<file path="src/rtl/systolic_x_feeder.sv">
// systolic_x_feeder: buffers an M x N activation matrix and streams it diagonally skewed onto the array's X bus
module systolic_x_feeder #(
    parameter int M = 5,
    parameter int N = 3,
    parameter int DATA_WIDTH = 32,
    localparam int AW = (M > 1) ? $clog2(M) : 1,
    localparam int TW = $clog2(M + N),
    localparam int W = DATA_WIDTH * N
) (
    input  logic          clk,
    input  logic          rst,
    input  logic          wr_en,
    input  logic [AW-1:0] wr_addr,
    input  logic [W-1:0]  wr_data,
    input  logic          start,
    output logic          busy,
    output logic          done,
    output logic [W-1:0]  x_out
);
    typedef enum logic [1:0] {IDLE, STREAM, DONE} state_t;
    localparam logic [TW-1:0] LAST = TW'(M + N - 2);
    state_t        r_state;
    logic [TW-1:0] r_t;
    logic [W-1:0]  r_buf [M];
    logic [W-1:0]  r_x;
    logic          r_busy;
    logic          r_done;
    logic          w_wr;
    logic [TW-1:0] w_t;
    logic [W-1:0]  w_buf [M];
    logic [W-1:0]  w_beat;
    assign w_wr = wr_en && r_state == IDLE;
    assign w_t = (r_state == IDLE) ? '0 : r_t + 1'b1;
    // Same-edge write is folded in so beat(0) sees a row written together with start
    always_comb begin
        for (int r = 0; r < M; r++)
            w_buf[r] = (w_wr && wr_addr == AW'(r)) ? wr_data : r_buf[r];
    end
    always_comb begin
        w_beat = '0;
        for (int r = 0; r < M; r++)
            for (int i = 0; i < N; i++)
                if (int'(w_t) == r + i)
                    w_beat[i*DATA_WIDTH +: DATA_WIDTH] = w_buf[r][i*DATA_WIDTH +: DATA_WIDTH];
    end
    always_ff @(posedge clk or posedge rst) begin
        if (rst) begin
            r_state <= IDLE;
            r_t     <= '0;
            r_buf   <= '{default: '0};
            r_x     <= '0;
            r_busy  <= 1'b0;
            r_done  <= 1'b0;
        end else begin
            r_buf <= w_buf;
            case (r_state)
                IDLE: if (start) begin
                    r_state <= STREAM;
                    r_t     <= '0;
                    r_x     <= w_beat;
                    r_busy  <= 1'b1;
                end
                STREAM: if (r_t == LAST) begin
                    r_state <= DONE;
                    r_x     <= '0;
                    r_busy  <= 1'b0;
                    r_done  <= 1'b1;
                end else begin
                    r_t <= w_t;
                    r_x <= w_beat;
                end
                DONE: begin
                    r_state <= IDLE;
                    r_done  <= 1'b0;
                end
                default: r_state <= IDLE;
            endcase
        end
    end
    assign busy  = r_busy;
    assign done  = r_done;
    assign x_out = r_x;
endmodule

</file>
<file path="config.mk">
export PLATFORM = sky130hd
export DESIGN_NAME = systolic_x_feeder
export DESIGN_NICKNAME = d
export VERILOG_FILES = /design/src/rtl/systolic_x_feeder.sv
export SDC_FILE = /design/constraint.sdc
export NUM_CORES = 1
export LEC_CHECK = 0
export BUFFER_PORTS_ARGS = -buffer_cell sky130_fd_sc_hd__buf_2
export CAP_MARGIN = 10
export CORE_MARGIN = 4
export CORE_UTILIZATION = 55
export DETAILED_ROUTE_END_ITERATION = 8
export HOLD_SLACK_MARGIN = 0.02
export PLACE_DENSITY = 0.73
export SLEW_MARGIN = 5
export SYNTH_ARGS = -nofsm -noshare
export SYNTH_HDL_FRONTEND = slang
export SYNTH_SLANG_ARGS = --single-unit
</file>
<file path="constraint.sdc">
create_clock -name clk -period 61.4 [get_ports clk]
set_clock_uncertainty 0.05 [all_clocks]
set_input_delay 12.28 -clock clk [delete_from_list [all_inputs] [get_ports clk]]
set_output_delay 12.28 -clock clk [all_outputs]
set_load 0.005 [all_outputs]
</file>
---- After elaboration in Yosys (flattened, before gate mapping) ----
Index checks and enable logic that the tools add are counted.
storage, ports and cells
  output and inout port bits .............. 98
  word-level logic and storage cells ...... 78
  input bits .............................. 103
  register bits ........................... 583
operators by class
  $add $sub $neg .......................... 1
  eq/ne operators ......................... 16
  muxes and demuxes ....................... 35
  reductions and logical operators ........ 16
operator list
  operator               count
  $mux W96               7
  $mux W32               15
  $pmux W96 S2           1
  $eq A3 B3 Y1 const B   6
  $eq A3 B2 Y1 const B   4
  $mux W3                3
  $logic_and A1 B1 Y1    6
  $logic_not A3 Y1       2
  $ne A2 B2 Y1 const B   3
  $pmux W3 S2            1
  $reduce_and A2 Y1      3
  $reduce_and A3 Y1      2
  $mux W2                2
  $pmux W1 S2            2
  $pmux W2 S2            1
  $reduce_bool A2 Y1     2
  $add A3 B1 Y3 const B  1
  $eq A3 B1 Y1 const B   1
  $mux W1                3
  $eq A2 B1 Y1 const B   1
  $eq A2 B2 Y1 const B   1
  $logic_not A2 Y1       1

---- Longest topological paths before layout ----
  depth after elaboration ................. 11
  mapped depth ............................ 11

---- Least setup slack after synthesis ----
Ideal clock, no wire load.
  kind .................................... input port to flip-flop
  from .................................... in wr_addr[2]
  to ...................................... reg r_x[93], in the netlist x_out[93]
  required time ........................... 61.199 ns
  buffers on the path ..................... 3
  slack ................................... 47.144 ns
  arrival time ............................ 14.055 ns
  stages on the path ...................... 8
  path through ............................ or4b_4 -> or3b_1 -> buf_2 -> buf_6 -> buf_6 -> mux2_4 -> nand3_1 -> a41oi_1
RTL lines
  element               RTL line  text
  from (decl)           13        input logic [AW-1:0] wr_addr,
  to (signal assigned)  60        r_x <= w_beat;
  to (signal assigned)  70        r_x <= w_beat;
  to (decl)             25        logic [W-1:0] r_x;

==> impl_metrics.json <==
{
  "syn-cell-area_sq_um": 25240,
  "synth_area_leaders": "dfrtp_1 (58%), mux2_2 (17%), a21oi_1 (2.6%), mux2_1 (2.5%), mux2_4 (2.2%)",
  "worstSetupEndpointType": "flip-flop",
  "initial_core_util": 0.5562,
  "min_to": "x_out[13]",
  "grt_setup_unrepaired": "no",
  "ys.flop_type": "dfrtp_1",
  "r2r_setup_slack_ns": 57.40,
  "drv_slew": 0,
  "drv_cap": 0,
  "holdBufCountCts": 0,
  "final_layout_size_suffix_gt1_frac": 0.3695,
  "cpPeakStageDelay_ns": 0.80,
  "clk_latency_ns": 0.61,
  "tns_ns": 0,
  "hold_viol_final": 0,
  "grt_max_degree": 139,
  "required_ns": 61.79,
  "die_area_sq_um": 49380,
  "grt_pass1_wl_mm": 104.6,
  "overflow": 0,
  "antenna_left": 0,
  "timing.rr.end": "x_out[5]",
  "power-per-cell-area_nw_per_um2": 55.20,
  "gp_congestion": 0.7817,
  "post_cts_buffers": 0,
  "crit_arrival_ns": 15.44,
  "status": "completed",
  "cpMostUsedCell": "buf_4",
  "critPathMaxFanout": 50,
  "pin_count": 201,
  "hpwlAfterDp_mm": 34.93,
  "ir_drop_uv": 39.99,
  "clock_tree.buffer_depth": 3,
  "wl_per_cell_microns": 24.20,
  "rows": 78,
  "cts_buffers": 59,
  "synth_area_per_cell_sq_um": 13.17,
  "cp_cell_sequence": "buf_2, or4b_4, nor2_4, buf_4, buf_4, mux2_2, a31oi_1, a21boi_0, o31ai_1",
  "p_leak_nw": 13.21,
  "synth_edf_count": 0,
  "path_delay_family": "buffers and inverters",
  "core-area_sq_um": 45380,
  "htreeDepth": 2,
  "cts_resized": 0,
  "min_from": "x_out[13]",
  "cts_root_buffer": "clkbuf_16",
  "cts_tree": "done",
  "dr.first_iter.drc_count": 1418,
  "critPathBufInv": 3,
  "synthArstFlopShare": 1.000,
  "netlist_instances": 1916,
  "die_y_microns": 222.2,
  "path_clk_slew_ns": 0.06,
  "yosysWarnings": 0,
  "first_global_vias": 18190,
  "start_kind": "primary input",
  "max_slew.worst_pin.slew_ns": 1.052,
  "synth_seq_area_share": 0.5780,
  "dr.pass1.iters": 5,
  "min_path_cells": 2,
  "ys_seq_elements": 583,
  "postLayoutCoreUtil": 0.6304,
  "area_growth_pct": 13.33,
  "finalCriticalPeriod_ns": 15.05,
  "crit_type": "primary input to flip-flop",
  "finalNetCount": 2152,
  "drcViolationCount": 0,
  "place.port_buffers": 200,
  "yosysTopAreaCell": "dfrtp_1",
  "synth_nets": 2021,
  "slew-limit-headroom": 0.2987,
  "fin_crit_sh": 0.2451,
  "synthDominantCellAreaShare": 0.5780,
  "setup_violations": 0,
  "synth_cell_type_count": 44,
  "clock_sinks": 583,
  "grt_use_total": 0.2621,
  "reg2reg_depth": 8,
  "wl_mm": 65.35,
  "r2r_start": "r_state[1]",
  "maxClockFrequency_mhz": 66.45,
  "vias_per_cell": 6.266,
  "critPathSlowestCell": "buf_4",
  "vias": 16920,
  "grt_antenna_before_repair": 9,
  "die_w_microns": 222.2,
  "hold_path_class": "flip-flop to flip-flop"
}
worst register-to-register path: stages, from the launching register on:
cell,delay (ns)
dfrtp_1,0.60
nor2_4,0.51
nor4b_4,0.28
buf_4,0.59
buf_4,0.90
mux2_2,0.46
nand2b_1,0.14
a21boi_0,0.22
o31ai_1,0.10
cells in the final DEF (no fill, tap or decap), types with 34 or more instances in the layout:
| cell | instances |
|---|---|
| dfrtp_1 | 583 |
| nor2_1 | 68 |
| mux2_2 | 387 |
| buf_2 | 200 |
| buf_4 | 34 |
| mux2_1 | 56 |
| a31oi_1 | 34 |
| clkbuf_16 | 61 |
| nand2_1 | 68 |
| mux2_4 | 37 |
| a21oi_1 | 130 |
registers in the layout (all words and copies together) (netlist names):
register and count:
done 1, x_out 96, busy 1, r_state 2, r_buf 480, r_t 3
cells by family after synthesis:
family	after synthesis	synth area share
buf+inv	170	0.03039
simple gates	219	0.04035
flops	583	0.5780
mux	480	0.2196
fa+ha+maj	2	0.0009913
xor+xnor	2	0.0006941
compound gates	460	0.1299
cell usage after synthesis, types with 2 or more instances:
| cell | n |
|---|---|
| dfrtp_1 | 583 |
| mux2_2 | 387 |
| a21oi_1 | 130 |
| clkbuf_1 | 99 |
| nor2_1 | 72 |
| nand2_1 | 69 |
| mux2_1 | 56 |
| buf_2 | 37 |
| mux2_4 | 37 |
| a31oi_1 | 35 |
| a32oi_1 | 33 |
| nand3_1 | 33 |
| o21ai_0 | 33 |
| a211o_1 | 32 |
| a21boi_0 | 32 |
| a221o_1 | 32 |
| a22oi_1 | 32 |
| nand2b_1 | 32 |
| o311a_1 | 32 |
| o31ai_1 | 32 |
| a41oi_1 | 31 |
| buf_1 | 14 |
| buf_6 | 8 |
| buf_4 | 6 |
| inv_1 | 6 |
| ha_1 | 2 |
| nor4b_1 | 2 |
| o22ai_1 | 2 |
| or3_1 | 2 |
stage by stage:
| step | area, sq um | hold slack, ns | power [W] | setup WS (ns) | instances |
|---|---|---|---|---|---|
| 2_1_floorplan | 25240 | 0.4107 | 0.001029 | 32.76 | 1916 |
| 5_1_grt | 28600 | 0.4494 | 0.001674 | 46.24 | 2697 |
| 4_1_cts | 28590 | 0.4314 | 0.001582 | 46.41 | 2695 |
| 3_3_place_gp | 26630 | 0.4128 | 0.001192 | 45.80 | 2586 |
| 6_report | 28610 | 0.4254 | 0.001579 | 46.35 | 2700 |
| 3_5_place_dp | 26630 | 0.4163 | 0.001219 | 45.77 | 2586 |
how the worst max path moves through the flow:
stage               cells past startpoint         to  slack [ns]       start
finish                                  9  x_out[26]       46.35  wr_addr[2]
global route                            9   x_out[2]       46.24  wr_addr[2]
CTS                                     9  x_out[26]       46.41  wr_addr[2]
detailed placement                      9  x_out[29]       45.77  wr_addr[2]
global placement                        9  x_out[24]       45.80  wr_addr[2]
floorplan                               1       busy       32.76         rst
power breakdown:
group | switching, W | leakage, nW | internal (W)
Sequential | 0.0000572 | 7.49 | 0.000548
Clock | 0.000147 | 0.974 | 0.000212
Combinational | 0.000355 | 4.75 | 0.000260
per-layer routing:
layer / up-vias / wire [microns] / global-route usage
met5: - / 67 / 0
met4: 8 / 1147 / 0.06523
met3: 91 / 4237 / 0.06157
met2: 483 / 31200 / 0.4227
met1: 8968 / 28690 / 0.3647
li1: 7368 / - / -
layout make-up:
| class | instances | area (sq um) |
|---|---|---|
| Antenna cell | 5 | 12.51 |
| Clock buffer | 99 | 1889 |
| Clock inverter | 10 | 77.57 |
| Fill cell | 3524 | 16770 |
| Inverter | 6 | 30.03 |
| Multi-Input combinational cell | 1163 | 10000 |
| Sequential cell | 583 | 14590 |
| Tap cell | 600 | 750.7 |
| Timing Repair Buffer | 234 | 1256 |
Power figures use the tool's default switching activity.
